<file path="src/rtl/pipelined_barrel_shift.sv">
// Pipelined rotate/logical/arithmetic shifter: one log2 mux level per stage, valid/ready on both sides.
// Optional macro BSHIFT_CARRY_EN adds a CarryOut port carrying the last bit shifted or wrapped out.
module pipelined_barrel_shift #(
    parameter int WIDTH = 8,
    localparam int SHW = $clog2(WIDTH)
) (
    input  logic             Clk,
    input  logic             Rst,
    input  logic             InValid,
    output logic             InReady,
    input  logic [WIDTH-1:0] In,
    input  logic [SHW-1:0]   Num,
    input  logic             LR,
    input  logic [1:0]       Mode,
    output logic             OutValid,
    input  logic             OutReady,
    output logic [WIDTH-1:0] Out
`ifdef BSHIFT_CARRY_EN
    ,
    output logic             CarryOut
`endif
);

    localparam logic [1:0] MODE_LOG = 2'b01;
    localparam logic [1:0] MODE_ARI = 2'b10;

    logic [SHW-1:0]   v_q, v_d;
    logic [WIDTH-1:0] data_q [SHW];
    logic [WIDTH-1:0] data_d [SHW];
    logic [SHW-1:0]   num_q  [SHW];
    logic [SHW-1:0]   num_d  [SHW];
    logic [1:0]       mode_q [SHW];
    logic [1:0]       mode_d [SHW];
    logic [SHW-1:0]   lr_q, lr_d;
    logic [SHW-1:0]   sign_q, sign_d;

    // load[k]: slot k is empty or its content moves on this cycle
    logic [SHW:0]     load;

    logic             src_v    [SHW+1];
    logic [WIDTH-1:0] src_data [SHW+1];
    logic [SHW-1:0]   src_num  [SHW+1];
    logic [1:0]       src_mode [SHW+1];
    logic             src_lr   [SHW+1];
    logic             src_sign [SHW+1];

`ifdef BSHIFT_CARRY_EN
    logic [SHW-1:0]   carry_q, carry_d;
    logic             src_carry [SHW+1];
`endif

    function automatic logic [WIDTH-1:0] shift_level(
        input logic [WIDTH-1:0] d,
        input int               s,
        input logic             left,
        input logic [1:0]       mode,
        input logic             sign
    );
        logic             rot;
        logic             fill;
        logic [SHW-1:0]   idx;
        logic [WIDTH-1:0] r;
        rot  = !((mode == MODE_LOG) || (mode == MODE_ARI));
        fill = (mode == MODE_ARI) && !left && sign;
        r    = '0;
        for (int i = 0; i < WIDTH; i++) begin
            // truncation to SHW bits wraps the source index modulo WIDTH
            if (left) begin
                idx = SHW'(i - s + WIDTH);
                r[i] = (i >= s || rot) ? d[idx] : 1'b0;
            end else begin
                idx = SHW'(i + s);
                r[i] = (i + s < WIDTH || rot) ? d[idx] : fill;
            end
        end
        return r;
    endfunction

`ifdef BSHIFT_CARRY_EN
    // Last bit leaving the word at this level; for rotates it is also the bit that wrapped.
    function automatic logic carry_level(
        input logic [WIDTH-1:0] d,
        input int               s,
        input logic             left
    );
        return left ? d[SHW'(WIDTH - s)] : d[SHW'(s - 1)];
    endfunction
`endif

    always_comb begin
        src_v[0]    = InValid;
        src_data[0] = In;
        src_num[0]  = Num;
        src_mode[0] = Mode;
        src_lr[0]   = LR;
        src_sign[0] = In[WIDTH-1];
`ifdef BSHIFT_CARRY_EN
        src_carry[0] = 1'b0;
`endif
        for (int k = 0; k < SHW; k++) begin
            src_v[k+1]    = v_q[k];
            src_data[k+1] = data_q[k];
            src_num[k+1]  = num_q[k];
            src_mode[k+1] = mode_q[k];
            src_lr[k+1]   = lr_q[k];
            src_sign[k+1] = sign_q[k];
`ifdef BSHIFT_CARRY_EN
            src_carry[k+1] = carry_q[k];
`endif
        end

        load[SHW] = OutReady;
        for (int k = SHW - 1; k >= 0; k--) begin
            load[k] = !v_q[k] || load[k+1];
        end

        v_d    = v_q;
        lr_d   = lr_q;
        sign_d = sign_q;
`ifdef BSHIFT_CARRY_EN
        carry_d = carry_q;
`endif
        for (int k = 0; k < SHW; k++) begin
            data_d[k] = data_q[k];
            num_d[k]  = num_q[k];
            mode_d[k] = mode_q[k];
            if (load[k]) begin
                v_d[k] = src_v[k];
                if (src_v[k]) begin
                    num_d[k]  = src_num[k];
                    mode_d[k] = src_mode[k];
                    lr_d[k]   = src_lr[k];
                    sign_d[k] = src_sign[k];
                    if (src_num[k][k]) begin
                        data_d[k] = shift_level(src_data[k], 1 << k, src_lr[k], src_mode[k], src_sign[k]);
                    end else begin
                        data_d[k] = src_data[k];
                    end
`ifdef BSHIFT_CARRY_EN
                    carry_d[k] = src_num[k][k] ? carry_level(src_data[k], 1 << k, src_lr[k]) : src_carry[k];
`endif
                end
            end
        end
    end

    always_ff @(posedge Clk) begin
        if (Rst) begin
            v_q    <= '0;
            lr_q   <= '0;
            sign_q <= '0;
`ifdef BSHIFT_CARRY_EN
            carry_q <= '0;
`endif
            for (int k = 0; k < SHW; k++) begin
                data_q[k] <= '0;
                num_q[k]  <= '0;
                mode_q[k] <= '0;
            end
        end else begin
            v_q    <= v_d;
            lr_q   <= lr_d;
            sign_q <= sign_d;
`ifdef BSHIFT_CARRY_EN
            carry_q <= carry_d;
`endif
            for (int k = 0; k < SHW; k++) begin
                data_q[k] <= data_d[k];
                num_q[k]  <= num_d[k];
                mode_q[k] <= mode_d[k];
            end
        end
    end

    assign InReady  = load[0];
    assign OutValid = v_q[SHW-1];
    assign Out      = data_q[SHW-1];
`ifdef BSHIFT_CARRY_EN
    assign CarryOut = carry_q[SHW-1];
`endif

endmodule

</file>
<file path="config.mk">
export PLATFORM = sky130hd
export DESIGN_NAME = pipelined_barrel_shift
export DESIGN_NICKNAME = d
export VERILOG_FILES = /design/src/rtl/pipelined_barrel_shift.sv
export SDC_FILE = /design/constraint.sdc
export NUM_CORES = 1
export LEC_CHECK = 0
export ABC_CLOCK_PERIOD_IN_PS = 2300
export CORE_MARGIN = 3
export CORE_UTILIZATION = 45
export DETAILED_ROUTE_END_ITERATION = 16
export PLACE_DENSITY = 0.68
export SLEW_MARGIN = 5
export SYNTH_ARGS = -nofsm -noshare
export SYNTH_HDL_FRONTEND = slang
export SYNTH_SLANG_ARGS = --single-unit
</file>
<file path="constraint.sdc">
create_clock -name Clk -period 2.3 [get_ports Clk]
set_clock_uncertainty 0.1 [all_clocks]
set_input_delay 0.46 -clock Clk [delete_from_list [all_inputs] [get_ports Clk]]
set_output_delay 0.46 -clock Clk [all_outputs]
set_load 0.01 [all_outputs]
</file>
==> results of run 1 <==
[routing by layer]
| layer | vias up | GRT usage, % | routed length [µm] |
|---|---|---|---|
| li1 | 834 | - | - |
| met1 | 735 | 20.8 | 1890 |
| met2 | 37 | 27.3 | 1860 |
| met3 | 11 | 3.97 | 148 |
| met4 | 0 | 7.65 | 87 |
| met5 | - | 0 | 0 |
[registers in the layout, summed over array words and instances, names as in the netlist]
| name | flops |
|---|---|
| lr_q | 2 |
| num_q | 3 |
| v_q | 3 |
| mode_q | 4 |
| data_q | 24 |
| sign_q | 2 |
[cells in the final DEF, fill, tap and decap left out, types with 6 or more instances in the layout]
cell type,netlist,layout
nand2b_1,9,9
mux2i_1,10,10
o21ai_1,8,8
edfxtp_1,7,7
buf_4,8,8
a21oi_1,20,20
inv_1,10,10
nor2_1,18,18
a22o_1,10,10
clkdlybuf4s50_1,0,26
dfxtp_1,31,31
nand3_1,9,9
a2111o_1,6,6
[worst max path at each step]
stage / from / to / cells past startpoint
after detailed placement: OutReady / InReady / 4
after global placement: OutReady / InReady / 4
final: OutReady / InReady / 4
after global routing: OutReady / InReady / 4
after CTS: OutReady / InReady / 4
after floorplan: Mode[0] / data_q[0][7] / 5
[worst min-delay path, cell delays in order, from the launching register on]
cell and delay (ns):
dfxtp_1 0.33, inv_1 0.06, a21oi_1 0.05
[power by group through the flow]
stage                     Sequential, mW  Combinational (mW)  Clock [mW]
final                              0.755               0.212       0.430
after CTS                          0.754               0.214       0.448
after global placement             0.768               0.210           0
after global routing               0.761               0.240       0.475
after detailed placement           0.770               0.213           0
after floorplan                    0.750               0.162           0
[cell type report]
class / instances / area [µm²]
well taps: 50 / 62.6
fillers: 401 / 1840
clock inverters: 2 / 10.0
flip-flops and latches: 38 / 831
clock buffers: 6 / 72.6
repair buffers: 35 / 329
multi-input cells: 143 / 1010
inverters: 13 / 50.0
[timing repair]
action	in CTS	in global routing
buffers inserted	0	0
endpoints found under the setup margin	1	0
endpoints found under the hold margin	0	0
resized for setup	2	0
[per-stage QoR]
step	hold WS, ns	power (mW)	instance area [µm²]	setup TNS, ns
2_1_floorplan	0.344	0.912	2060	0
3_3_place_gp	0.359	0.979	2280	-0.0361
3_5_place_dp	0.368	0.983	2280	-0.0234
4_1_cts	0.389	1.42	2370	0
5_1_grt	0.417	1.48	2370	0
6_report	0.384	1.40	2370	0
[cell families (layout without fill, tap and decap cells)]
| logic type | count (synthesis) | in the layout | synth area share [%] |
|---|---|---|---|
| DFF | 38 | 38 | 40.4 |
| AOI/OAI and AO/OA | 69 | 69 | 26.0 |
| and+or+nand+nor | 61 | 61 | 16.4 |
| muxes | 10 | 10 | 4.87 |
| adders and majority gates | 3 | 3 | 1.83 |
| buffers and inverters | 39 | 56 | 10.5 |
==> metrics.txt, run 1 <==
run status finished, final reports clean; Initial Util between 40% and 50%; Combinational Power Share 15.2%; Tmin final ~2.1 ns; initial antenna violation count 0; hold_buf cts 0; share of cells above drive strength 1 11.0%; Worst setup SP type input port; RSZ-0062 raised after global routing no; Vias/cell 5.63; syn nets between 200 and 250; Hold Path Sink v_q[1]; number of enable flip-flop cells after synthesis 7; Seq/Total Area, Yosys roughly two fifths; cell count after synthesis between 200 and 250; Slowest Stage Delay on Critical Path between 0.4 and 0.5 ns; number of top-level pins 28; Async SR Flop Fraction 0%; Final Hold Fails 0; Port Buf Inserts 27; R2R depth 4; Required @ worst endpoint roughly 1.7 ns; Hold Crit Start v_q[0]; distinct cell type count after synthesis 36; CTS tree built; Slowest cell on crit path clkdlybuf4s50_1; Layout area overhead 15.1%; reg2reg end data_q[0][14]; GRT Total Usage 16.7%; maximum vdd drop approximately 240 µV; actual slew at the worst max-slew pin between 0.5 and 0.6 ns; vias in the first global route 1515; Most used DFF post-synth dfxtp_1; reg2reg start mode_q[0][1]; grt ovf 0; Cells after DPL about 280; synth top area cells dfxtp_1 30%, edfxtp_1 10%, a21oi_1 4.9%; total number of vias about 1600; Slew Viols, Final 0; slew margin rel. between 60 and 70%; CTS Buffer Depth 2; Worst Path Max Fanout 3; syn avg cell area between 9 and 10 µm²; reg2reg setup slack ~0.78 ns; CP cell instances clkdlybuf4s50_1, and4b_2, clkinv_2, dlygate4sd2_1; number of max-cap violations 0; hold depth 2; Post-synth top cells 31 x dfxtp_1, 20 x a21oi_1, 18 x nor2_1; Post-Layout Cell Count roughly 290; CP top delay family buffers and inverters; nets@finish 257; Synth Register Bits 38; Final WS setup between 0.15 and 0.2 ns; clk_lat worst skew slightly below 0.3 ns; FP Rows 23; DP HPWL ~3000 µm; sw power between 0.3 and 0.4 mW; Int Pwr 1.04 mW; Cell Area, Synth roughly 2100 µm²; Sequential Power Share 54.0%; power share of the clock group about 31%; RePlAce Congestion around 0.84; dpl ws -0.0234 ns; Data arrival, critical path between 1.5 and 2 ns; DRT iter0 DRCs 37; Antenna Cells 0; clock root buffer clkbuf_8; Placeable Area around 4200 µm²; P_leak around 0.87 nW; post-synth top area cell dfxtp_1; crit path buf inv count 3; Pwr per Cell Area a little under 600 nW/µm²; Peak Freq roughly 470 MHz; First-pass DRT Iterations 4; fin crit share approximately 92%; area of the die 5420 µm²; Sink Count 38; Antenna Nets Post-Route 0; Synth Warn # 0; DIE HEIGHT between 70 and 80 µm; die width between 70 and 80 µm; first-pass GRT wire length roughly 7000 µm; CTS buffer count 5; drt wl/cell about 14 µm; most numerous cell in the Yosys netlist dfxtp_1; CP Capture Type output pin; htree depth 2; Post-Route WL 3980 µm; switching part of the total approximately a quarter; Tightest Hold Check Type flip-flop to flip-flop; Synth top area share between 30% and 40%; final core occ a little under three fifths; DRC viols 0; clk slew on worst S/H paths around 0.070 ns; Final setup viols 0; critical path type input port to output pin; largest net degree at the start of global routing 19
Note: power is estimated with default switching activity, not from simulation.
==> run 2: changes to the inputs <==
Settings changed: REMOVE_ABC_BUFFERS set to 1.
==> run 2 against run 1 <==
Compared with the run above: critical path depth did not move; combinational power barely moved; fmax barely moved; global-route usage did not move.
==> metrics.txt, run 2 (synthesis gave the netlist of run 1 again) <==
Post-Route WL 4040 µm (was 3980 µm); CTS Buffer Depth 2 (unchanged); reg2reg start mode_q[0][1] (unchanged); DIE HEIGHT 73.6 µm (unchanged); final setup TNS 0 ns (unchanged); Final setup viols 0 (unchanged); Final Hold Fails 0 (unchanged); actual slew at the worst max-slew pin 0.531 ns (was 0.548 ns); Antenna Cells 0 (unchanged); Met3 Wirelength 202 µm (was 148 µm); WL met2 1990 µm (was 1860 µm); total number of vias 1618 (was 1617); Initial Util 48.9% (unchanged); Final Power 1.43 mW (was 1.40 mW); first-pass GRT wire length 7000 µm (unchanged); Post-Layout Cell Count 287 (unchanged); Worst Path Max Fanout 3 (unchanged); Layout area overhead 15.4% (was 15.1%); Hold Crit Start v_q[0] (unchanged); CP Capture Type output pin (unchanged); RePlAce Congestion 0.778 (was 0.844); initial antenna violation count 0 (unchanged); largest register by flop count data_q (unchanged); Resize count post-CTS 1 (was 2); hold_buf cts 0 (unchanged); Sink Count 38 (unchanged); CTS tree built (unchanged); critical path type input port to output pin (unchanged); Tightest Hold Check Type flip-flop to flip-flop (unchanged); RSZ-0062 raised after global routing no (unchanged); DRT iter0 DRCs 25 (was 37); max FFs per register 24 (unchanged); Slew Viols, Final 0 (unchanged); largest net degree at the start of global routing 23 (was 19); top flop regs data_q x24, mode_q x4 (unchanged); commonest non-fill, non-tap cell in the layout dfxtp_1 (unchanged); grt ovf 0 (unchanged); clk slew on worst S/H paths 0.07 ns (about the same); nets@finish 257 (unchanged); Peak Freq 471 MHz (about the same); Required @ worst endpoint 1.74 ns (about the same); DRC viols 0 (unchanged); FP Rows 23 (unchanged); CTS buffer count 5 (unchanged); GRT Total Usage 16.7% (unchanged); P_leak 0.872 nW (was 0.871 nW); area of the die 5420 µm² (unchanged); number of max-cap violations 0 (unchanged); Pwr per Cell Area 601 nW/µm² (was 590 nW/µm²); DP HPWL 3100 µm (was 2970 µm); Vias/cell 5.64 (was 5.63); Worst setup SP type input port (unchanged); clock root buffer clkbuf_8 (unchanged); slew margin rel. 64.5% (was 63.4%); Tmin final 2.12 ns (about the same); vias in the first global route 1511 (was 1515); most used cells in the layout excluding fill and tap cells 31 x dfxtp_1, 26 x clkdlybuf4s50_1, 20 x a21oi_1, 18 x nor2_1 (unchanged); share of cells above drive strength 1 10.1% (was 11.0%); drt wl/cell 14.1 µm (was 13.9 µm); Port Buf Inserts 27 (unchanged); Cells after DPL 279 (unchanged); final core occ 56.5% (was 56.3%); maximum vdd drop 282 µV (was 237 µV); Data arrival, critical path 1.56 ns (about the same); Worst Setup SP OutReady (unchanged); Post-Route M1 WL 1820 µm (was 1890 µm); Top Layer Used met4 (unchanged); fin crit share 92.3% (about the same); setup bufs post-CTS 0 (unchanged); run status finished, final reports clean (unchanged); Placeable Area 4200 µm² (unchanged); Antenna Nets Post-Route 0 (unchanged); die width 73.6 µm (unchanged); htree depth 2 (unchanged); number of top-level pins 28 (unchanged); First-pass DRT Iterations 4 (unchanged); clk_lat worst skew 0.28 ns (was 0.29 ns)
[run 2: cell count changes in the layout (fill, tap and decap cells not counted), sizes merged]
cell,previous run,this run
clkbuf,6,8
clkinv,3,1
[run 2: routing by layer]
| layer | vias to the layer above | track usage (%) |
|---|---|---|
| met5 | - | 0 |
| met4 | 0 | 7.24 |
| met3 | 2 | 4.24 |
| met2 | 47 | 28.7 |
| met1 | 732 | 19.5 |
| li1 | 837 | - |
[run 2: final cells by class]
class | instances | area, µm²
sequential | 38 | 831
inverter | 13 | 50.0
timing repair buffer | 35 | 329
clock buffer | 8 | 90.1
fill | 400 | 1830
multi-input combinational | 143 | 1010
tap | 50 | 62.6
[run 2: worst max-delay path: stages]
cell and delay [ns]:
clkdlybuf4s50_1 0.43, and4b_1 0.31, clkinv_2 0.08, dlygate4sd2_1 0.29
[run 2: through the flow]
| stage | hold WS, ns | setup slack, ns | cell area (µm²) |
|---|---|---|---|
| 2_1_floorplan | 0.338 | 0.472 | 1890 |
| 3_3_place_gp | 0.359 | -0.0429 | 2280 |
| 3_5_place_dp | 0.368 | -0.0373 | 2280 |
| 4_1_cts | 0.378 | 0.162 | 2370 |
| 5_1_grt | 0.412 | 0.129 | 2370 |
| 6_report | 0.374 | 0.178 | 2370 |
[run 2: final timing paths]
path,end,slack [ns],cells past startpoint
setup / recovery,InReady,0.18,4
setup reg to reg,data_q[0][15],0.75,4
hold / removal,v_q[1],0.37,2
hold reg to reg,v_q[1],0.37,2
[run 2: report_power, final]
part	total [mW]	internal, mW	switching [mW]
registers	0.754	0.716	0.0376
logic	0.213	0.113	0.100
clock network	0.458	0.244	0.214
total	1.43	1.07	0.351
